### config.mk
export PLATFORM = sky130hd
export DESIGN_NAME = execute_muldiv
export DESIGN_NICKNAME = d
export VERILOG_FILES = /design/src/rtl/execute_muldiv_pkg.sv /design/src/rtl/execute_muldiv_serial_divider.sv /design/src/rtl/execute_muldiv.sv
export SDC_FILE = /design/constraint.sdc
export NUM_CORES = 2
export LEC_CHECK = 0
export BUFFER_PORTS_ARGS = -buffer_cell sky130_fd_sc_hd__clkbuf_2
export CAP_MARGIN = 20
export CORE_AREA = 2 2 376 415
export DETAILED_ROUTE_END_ITERATION = 10
export DIE_AREA = 0 0 378 417
export GPL_TIMING_DRIVEN = 0
export SLEW_MARGIN = 20
export SYNTH_ARGS = -nofsm -noshare
export SYNTH_HDL_FRONTEND = slang
export SYNTH_SLANG_ARGS = --single-unit
### constraint.sdc
create_clock -name clk -period 9.1 [get_ports clk]
set_input_delay 0.91 -clock clk [delete_from_list [all_inputs] [get_ports clk]]
set_output_delay 0.91 -clock clk [all_outputs]
set_load 0.01 [all_outputs]
### src/rtl/execute_muldiv_pkg.sv
// Shared types for the multiply/divide execution unit: opcodes, divider
// state encoding and opcode classification helpers.
package execute_muldiv_pkg;

   typedef enum logic [3:0] {
      OP_ADD    = 4'd0,
      OP_SUB    = 4'd1,
      OP_AND    = 4'd2,
      OP_OR     = 4'd3,
      OP_MUL    = 4'd8,
      OP_MULH   = 4'd9,
      OP_MULHSU = 4'd10,
      OP_MULHU  = 4'd11,
      OP_DIV    = 4'd12,
      OP_DIVU   = 4'd13,
      OP_REM    = 4'd14,
      OP_REMU   = 4'd15
   } instr_opcode_t;

   typedef enum logic [1:0] {
      DIV_IDLE = 2'd0,
      DIV_CALC = 2'd1,
      DIV_FIX  = 2'd2,
      DIV_DONE = 2'd3
   } div_state_t;

   function automatic logic op_is_mul(instr_opcode_t op);
      return op inside {OP_MUL, OP_MULH, OP_MULHSU, OP_MULHU};
   endfunction

   function automatic logic op_is_div(instr_opcode_t op);
      return op inside {OP_DIV, OP_DIVU, OP_REM, OP_REMU};
   endfunction

endpackage

### src/rtl/execute_muldiv_serial_divider.sv
// Iterative radix-2 restoring divider producing quotient and remainder.
// Results are offered via done; a stalled result is parked in DONE.
//
// state | meaning
// IDLE  | waiting; a special-case start is answered in the same cycle
// CALC  | one quotient bit per cycle, cnt counts down to terminal 0
// FIX   | sign correction applied, corrected result offered
// DONE  | result parked while the output slot is taken
module serial_divider
   import execute_muldiv_pkg::*;
#(
   parameter int XLEN = 32
) (
   input  logic            clk,
   input  logic            rst,
   input  logic            start,
   input  logic            abort,
   input  logic            stall,
   input  logic            is_signed,
   input  logic [XLEN-1:0] dividend,
   input  logic [XLEN-1:0] divisor,
   output logic            done,
   output logic            idle,
   output logic [XLEN-1:0] quotient,
   output logic [XLEN-1:0] remainder
);

   localparam int CW = $clog2(XLEN);

   div_state_t      state, state_nx;
   logic [XLEN-1:0] quo, rem, dvs;
   logic [CW-1:0]   cnt;
   logic            neg_q, neg_r;

   logic            sign_a, sign_b, div_zero, ovf, special, fits;
   logic [XLEN-1:0] abs_a, abs_b, spec_q, spec_r, fix_q, fix_r;
   logic [XLEN:0]   trial;

   assign sign_a   = is_signed & dividend[XLEN-1];
   assign sign_b   = is_signed & divisor[XLEN-1];
   assign abs_a    = sign_a ? -dividend : dividend;
   assign abs_b    = sign_b ? -divisor : divisor;
   assign div_zero = (divisor == '0);
   assign ovf      = is_signed & (dividend == {1'b1, {(XLEN-1){1'b0}}}) & (divisor == '1);
   assign special  = div_zero | ovf;
   assign spec_q   = div_zero ? '1 : dividend;
   assign spec_r   = div_zero ? dividend : '0;
   assign trial    = {rem, quo[XLEN-1]} - {1'b0, dvs};
   assign fits     = ~trial[XLEN];
   assign fix_q    = neg_q ? -quo : quo;
   assign fix_r    = neg_r ? -rem : rem;
   assign idle     = (state == DIV_IDLE);

   always_comb begin
      state_nx  = state;
      done      = 1'b0;
      quotient  = quo;
      remainder = rem;
      case (state)
         DIV_IDLE: begin
            if (start && special) begin
               done      = 1'b1;
               quotient  = spec_q;
               remainder = spec_r;
               if (stall) state_nx = DIV_DONE;
            end else if (start) begin
               state_nx = DIV_CALC;
            end
         end
         DIV_CALC: if (cnt == '0) state_nx = DIV_FIX;
         DIV_FIX: begin
            done      = 1'b1;
            quotient  = fix_q;
            remainder = fix_r;
            state_nx  = stall ? DIV_DONE : DIV_IDLE;
         end
         DIV_DONE: begin
            done = 1'b1;
            if (!stall) state_nx = DIV_IDLE;
         end
         default: state_nx = DIV_IDLE;
      endcase
      if (abort) state_nx = DIV_IDLE;
   end

   always_ff @(posedge clk) begin
      if (rst) state <= DIV_IDLE;
      else     state <= state_nx;
   end

   always_ff @(posedge clk) begin
      case (state)
         DIV_IDLE: begin
            if (start) begin
               if (special) begin
                  quo <= spec_q;
                  rem <= spec_r;
               end else begin
                  quo <= abs_a;
                  rem <= '0;
               end
               dvs   <= abs_b;
               cnt   <= CW'(XLEN-1);
               neg_q <= sign_a ^ sign_b;
               neg_r <= sign_a;
            end
         end
         DIV_CALC: begin
            quo <= {quo[XLEN-2:0], fits};
            rem <= fits ? trial[XLEN-1:0] : {rem[XLEN-2:0], quo[XLEN-1]};
            cnt <= cnt - CW'(1);
         end
         DIV_FIX: begin
            quo <= fix_q;
            rem <= fix_r;
         end
         default: ;
      endcase
   end

endmodule

### src/rtl/execute_muldiv.sv
// Multi-cycle multiply/divide execution unit: fixed-latency multiply pipe plus
// iterative divider sharing one registered writeback port (multiply wins).
module execute_muldiv
   import execute_muldiv_pkg::*;
#(
   parameter int XLEN        = 32,
   parameter int MUL_STAGES  = 3,
   parameter int ROB_ENTRIES = 64,
   parameter int NUM_PREGS   = 64
) (
   input  logic                           clk,
   input  logic                           rst,
   input  logic                           in_valid,
   output logic                           in_ready,
   input  instr_opcode_t                  in_opcode,
   input  logic [XLEN-1:0]                in_src1_val,
   input  logic [XLEN-1:0]                in_src2_val,
   input  logic [$clog2(NUM_PREGS)-1:0]   in_dst_preg,
   input  logic [$clog2(ROB_ENTRIES)-1:0] in_rob_idx,
   input  logic                           flush,
   output logic                           wb_valid,
   output logic [XLEN-1:0]                wb_val,
   output logic [$clog2(NUM_PREGS)-1:0]   wb_dst_preg,
   output logic [$clog2(ROB_ENTRIES)-1:0] wb_rob_idx,
   output logic                           busy
);

   localparam int PW = $clog2(NUM_PREGS);
   localparam int RW = $clog2(ROB_ENTRIES);
   localparam int NS = MUL_STAGES - 1;

   logic              accept, mul_acc, div_acc;
   logic              sa, sb, div_signed;
   logic [2*XLEN-1:0] a_ext, b_ext, prod;
   logic [XLEN-1:0]   mul_res;

   logic [NS-1:0]     mv;
   logic [XLEN-1:0]   mr   [NS];
   logic [PW-1:0]     mp   [NS];
   logic [RW-1:0]     mrob [NS];
   logic              mul_exit;

   logic              div_idle, div_done;
   logic [XLEN-1:0]   div_q, div_r, div_val;
   logic              d_rem, sel_rem;
   logic [PW-1:0]     d_preg, sel_preg;
   logic [RW-1:0]     d_rob, sel_rob;

   assign in_ready = ~rst & div_idle;
   assign accept   = in_valid & in_ready & ~flush;
   assign mul_acc  = accept & op_is_mul(in_opcode);
   assign div_acc  = accept & op_is_div(in_opcode);

   // Sign-extend to the full product width so one unsigned multiply covers all signedness mixes.
   assign sa      = (in_opcode == OP_MULH) | (in_opcode == OP_MULHSU);
   assign sb      = (in_opcode == OP_MULH);
   assign a_ext   = {{XLEN{sa & in_src1_val[XLEN-1]}}, in_src1_val};
   assign b_ext   = {{XLEN{sb & in_src2_val[XLEN-1]}}, in_src2_val};
   assign prod    = a_ext * b_ext;
   assign mul_res = (in_opcode == OP_MUL) ? prod[XLEN-1:0] : prod[2*XLEN-1:XLEN];

   always_ff @(posedge clk) begin
      if (rst || flush) begin
         mv <= '0;
      end else begin
         mv[0] <= mul_acc;
         for (int i = 1; i < NS; i++) mv[i] <= mv[i-1];
      end
   end

   always_ff @(posedge clk) begin
      mr[0]   <= mul_res;
      mp[0]   <= in_dst_preg;
      mrob[0] <= in_rob_idx;
      for (int i = 1; i < NS; i++) begin
         mr[i]   <= mr[i-1];
         mp[i]   <= mp[i-1];
         mrob[i] <= mrob[i-1];
      end
   end

   assign mul_exit   = mv[NS-1];
   assign div_signed = (in_opcode == OP_DIV) | (in_opcode == OP_REM);

   serial_divider #(.XLEN(XLEN)) u_div (
      .clk       (clk),
      .rst       (rst),
      .start     (div_acc),
      .abort     (flush),
      .stall     (mul_exit),
      .is_signed (div_signed),
      .dividend  (in_src1_val),
      .divisor   (in_src2_val),
      .done      (div_done),
      .idle      (div_idle),
      .quotient  (div_q),
      .remainder (div_r)
   );

   always_ff @(posedge clk) begin
      if (div_acc) begin
         d_rem  <= (in_opcode == OP_REM) | (in_opcode == OP_REMU);
         d_preg <= in_dst_preg;
         d_rob  <= in_rob_idx;
      end
   end

   // Special-case results leave straight from IDLE, before the tags are latched.
   assign sel_rem  = div_idle ? ((in_opcode == OP_REM) | (in_opcode == OP_REMU)) : d_rem;
   assign sel_preg = div_idle ? in_dst_preg : d_preg;
   assign sel_rob  = div_idle ? in_rob_idx : d_rob;
   assign div_val  = sel_rem ? div_r : div_q;

   always_ff @(posedge clk) begin
      if (rst) begin
         wb_valid    <= 1'b0;
         wb_val      <= '0;
         wb_dst_preg <= '0;
         wb_rob_idx  <= '0;
      end else begin
         wb_valid <= 1'b0;
         if (!flush) begin
            if (mul_exit) begin
               wb_valid    <= 1'b1;
               wb_val      <= mr[NS-1];
               wb_dst_preg <= mp[NS-1];
               wb_rob_idx  <= mrob[NS-1];
            end else if (div_done) begin
               wb_valid    <= 1'b1;
               wb_val      <= div_val;
               wb_dst_preg <= sel_preg;
               wb_rob_idx  <= sel_rob;
            end
         end
      end
   end

   assign busy = (|mv) | ~div_idle;

endmodule

==> impl_metrics.toml <==
[status]
outcome = "complete, no violations"

[clock_network]
root_buffer = "clkbuf_16"
clk_latency_ns = 0.61
numCtsBuffers = 26
cts_tree = "built"
holdBufCountCts = 0
clk_pin_slew_worst_paths_ns = 0.06
cts.sinks = 253
htree_levels = 1
cts_buffer_depth = 3

[logic_synthesis]
syn-cell-area_mm2 = 0.0534
ys_seq_elements = 253
synth_edf_count = 116
synth_area_leaders = "fa_1 42%, inv_1 8.7%, nand2_1 7.1%"
synth_cells = 6002
yosysWarnings = 0
yosysTopAreaCell = "fa_1"
synth_fp_nets = 7467
seq_area_frac_synth = 0.117
synth_top_flop_cell = "dfxtp_1"
synth_top_area_frac = 0.422
avgSynthCellArea_um2 = 8.90
postSynth.asyncResetShare = 0
synth.distinct_cells = 83

[floorplan]
die_area_mm2 = 0.158
fp.coreArea_mm2 = 0.153
die_w_um = 378
floorplan.initialDensity = 0.348
io_pins = 131
placementRows = 151
die_h_um = 417

[final_layout]
drive_above_1_share = 0.0790
final_cell_mix = "1227 x inv_1, 1118 x fa_1, 1010 x nand2_1"
final_common_cell = "inv_1"
syn_to_final_growth_pct = 9.10
fin_nets = 7571

[critical_path]
crit_required_ns = 9.55
cp_data_arrival_time_ns = 9.46
cp_max_fo = 12
critPathKind = "primary input to register"
cp-end-kind = "register"
crit_slowest_cell = "clkbuf_1"
slowest_delay_ns = 0.89
critPathLaunchType = "primary input"
crit_top_cell = "fa_1"

[global_route]
grt-ovfl-total = 0
grt_pass1_vias = 45832
grt_pass1_wl_mm = 324
grt_max_degree = 33
antenna_found_initial = 26
grt_usage = 0.289

[routing]
dr.pass1.iters = 8
drt-total-wl_mm = 228
drcViolationCount = 0
via_count = 44324
drt_iter0_markers = 4232
vias_per_cell = 5.40
ant_nets = 0
wl_per_cell_um = 27.8

[place]
place_hpwl_mm = 191
pre_cts_ws_ns = -3.00
gp_congestion = 1.03
port_buffers = 104

[job]
timing.max_cap.violations = 0

[sta]
fin_crit_ns = 9.01
setup_viol = 0
post-route-period-util = 0.990
hold_viol = 0
max_slew.worst_pin.slew_ns = 1.11
max_slew_margin = 0.252
fmax_mhz = 111
skew_ns = 0.0310
worst_slack_ns = 0.0930
slew_violations = 0

[min_path]
min_path_type = "register to register"
[sequential cells by signal, indices dropped and copies added (netlist names)]
register and cells:
u_div.quo 32, u_div.neg_r 1, mp 12, wb_valid 1, wb_val 32, mr 64
mv 2, d_rob 6, u_div.cnt 5, wb_rob_idx 6, mrob 12, d_rem 1
wb_dst_preg 6, u_div.rem 32, u_div.neg_q 1, u_div.state 2, d_preg 6, u_div.dvs 32
[cell type report]
cell class              count  area (um^2)
plain buffers             342         1780
clock buffers              33          687
repair buffers            122          786
flip-flops and latches    253         6230
fillers                 15862        95100
diodes                     13         32.5
inverters                1232         4640
well taps                2065         2580
clock inverters            15          154
multi-input cells        4129        41400
[cell usage after synthesis, drive strengths merged, types with 37 or more instances]
| library cell | instances |
|---|---|
| a211oi | 62 |
| nor2 | 196 |
| nor3 | 73 |
| edfxtp | 116 |
| mux2i | 37 |
| a21oi | 180 |
| o21ai | 140 |
| clkbuf | 269 |
| ha | 255 |
| xnor2 | 113 |
| a21o | 61 |
| inv | 1232 |
| buf | 119 |
| dfxtp | 137 |
| nand2 | 1011 |
| xor2 | 108 |
| and2 | 313 |
| fa | 1126 |
[cell families after synthesis]
logic type / after synthesis / share of synthesized area
AND/OR/NAND/NOR: 1791 / 0.153
buffers and inverters: 1620 / 0.116
adder cells (fa/ha/maj): 1381 / 0.482
AO/OA/AOI/OAI: 690 / 0.0874
flip-flops: 253 / 0.117
XOR/XNOR: 221 / 0.0362
multiplexers: 46 / 0.00883
[final timing paths]
check	from	to	slack (ns)	cells after the start
setup / recovery	in_src1_val[3]	mr[0][28]	0.09	25
hold / removal	mr[0][16]	mr[0][48]	0.32	0
setup reg to reg	u_div.quo[31]	u_div.rem[23]	4.07	16
hold reg to reg	mr[0][16]	mr[0][48]	0.32	0
[critical path: cells and delay by family]
kind                     cells  cell delay, ns
adder cells (fa/ha/maj)      9            4.14
buffers and inverters        5            1.78
AND/OR/NAND/NOR              6            1.24
AO/OA/AOI/OAI                4            1.09
XOR/XNOR                     1            0.27
[repair_timing]
item | in CTS | in global routing
pin swaps | 4 | 10
setup endpoints to repair | 31 | 23
cloned | 0 | 0
setup buffers | 8 | 3
resized for setup | 199 | 202
[routing by layer]
metal | part of all wire | global-route usage | vias to the layer above
li1 | - | - | 18542
met5 | 0.00071 | 0.00619 | -
met3 | 0.096 | 0.0571 | 632
met4 | 0.082 | 0.193 | 6
met2 | 0.45 | 0.454 | 2417
met1 | 0.37 | 0.360 | 22727
[per-stage QoR]
| step | cell area [um^2] | setup TNS (ns) | instances | utilization | hold WS (ns) |
|---|---|---|---|---|---|
| finish | 58300 | 0 | 8204 | 0.380 | 0.318 |
| CTS | 57900 | 0 | 8200 | 0.378 | 0.323 |
| global placement | 56500 | -62.81 | 8171 | 0.368 | 0.310 |
| detailed placement | 56700 | -59.26 | 8178 | 0.370 | 0.312 |
| global route | 58200 | -0.00126 | 8192 | 0.380 | 0.329 |
| floorplan | 53400 | 0 | 6002 | - | 0.310 |
Power is left out: the tool's default activity adds up to more than one toggle a clock period on the data nets, which glitch-free logic cannot reach.
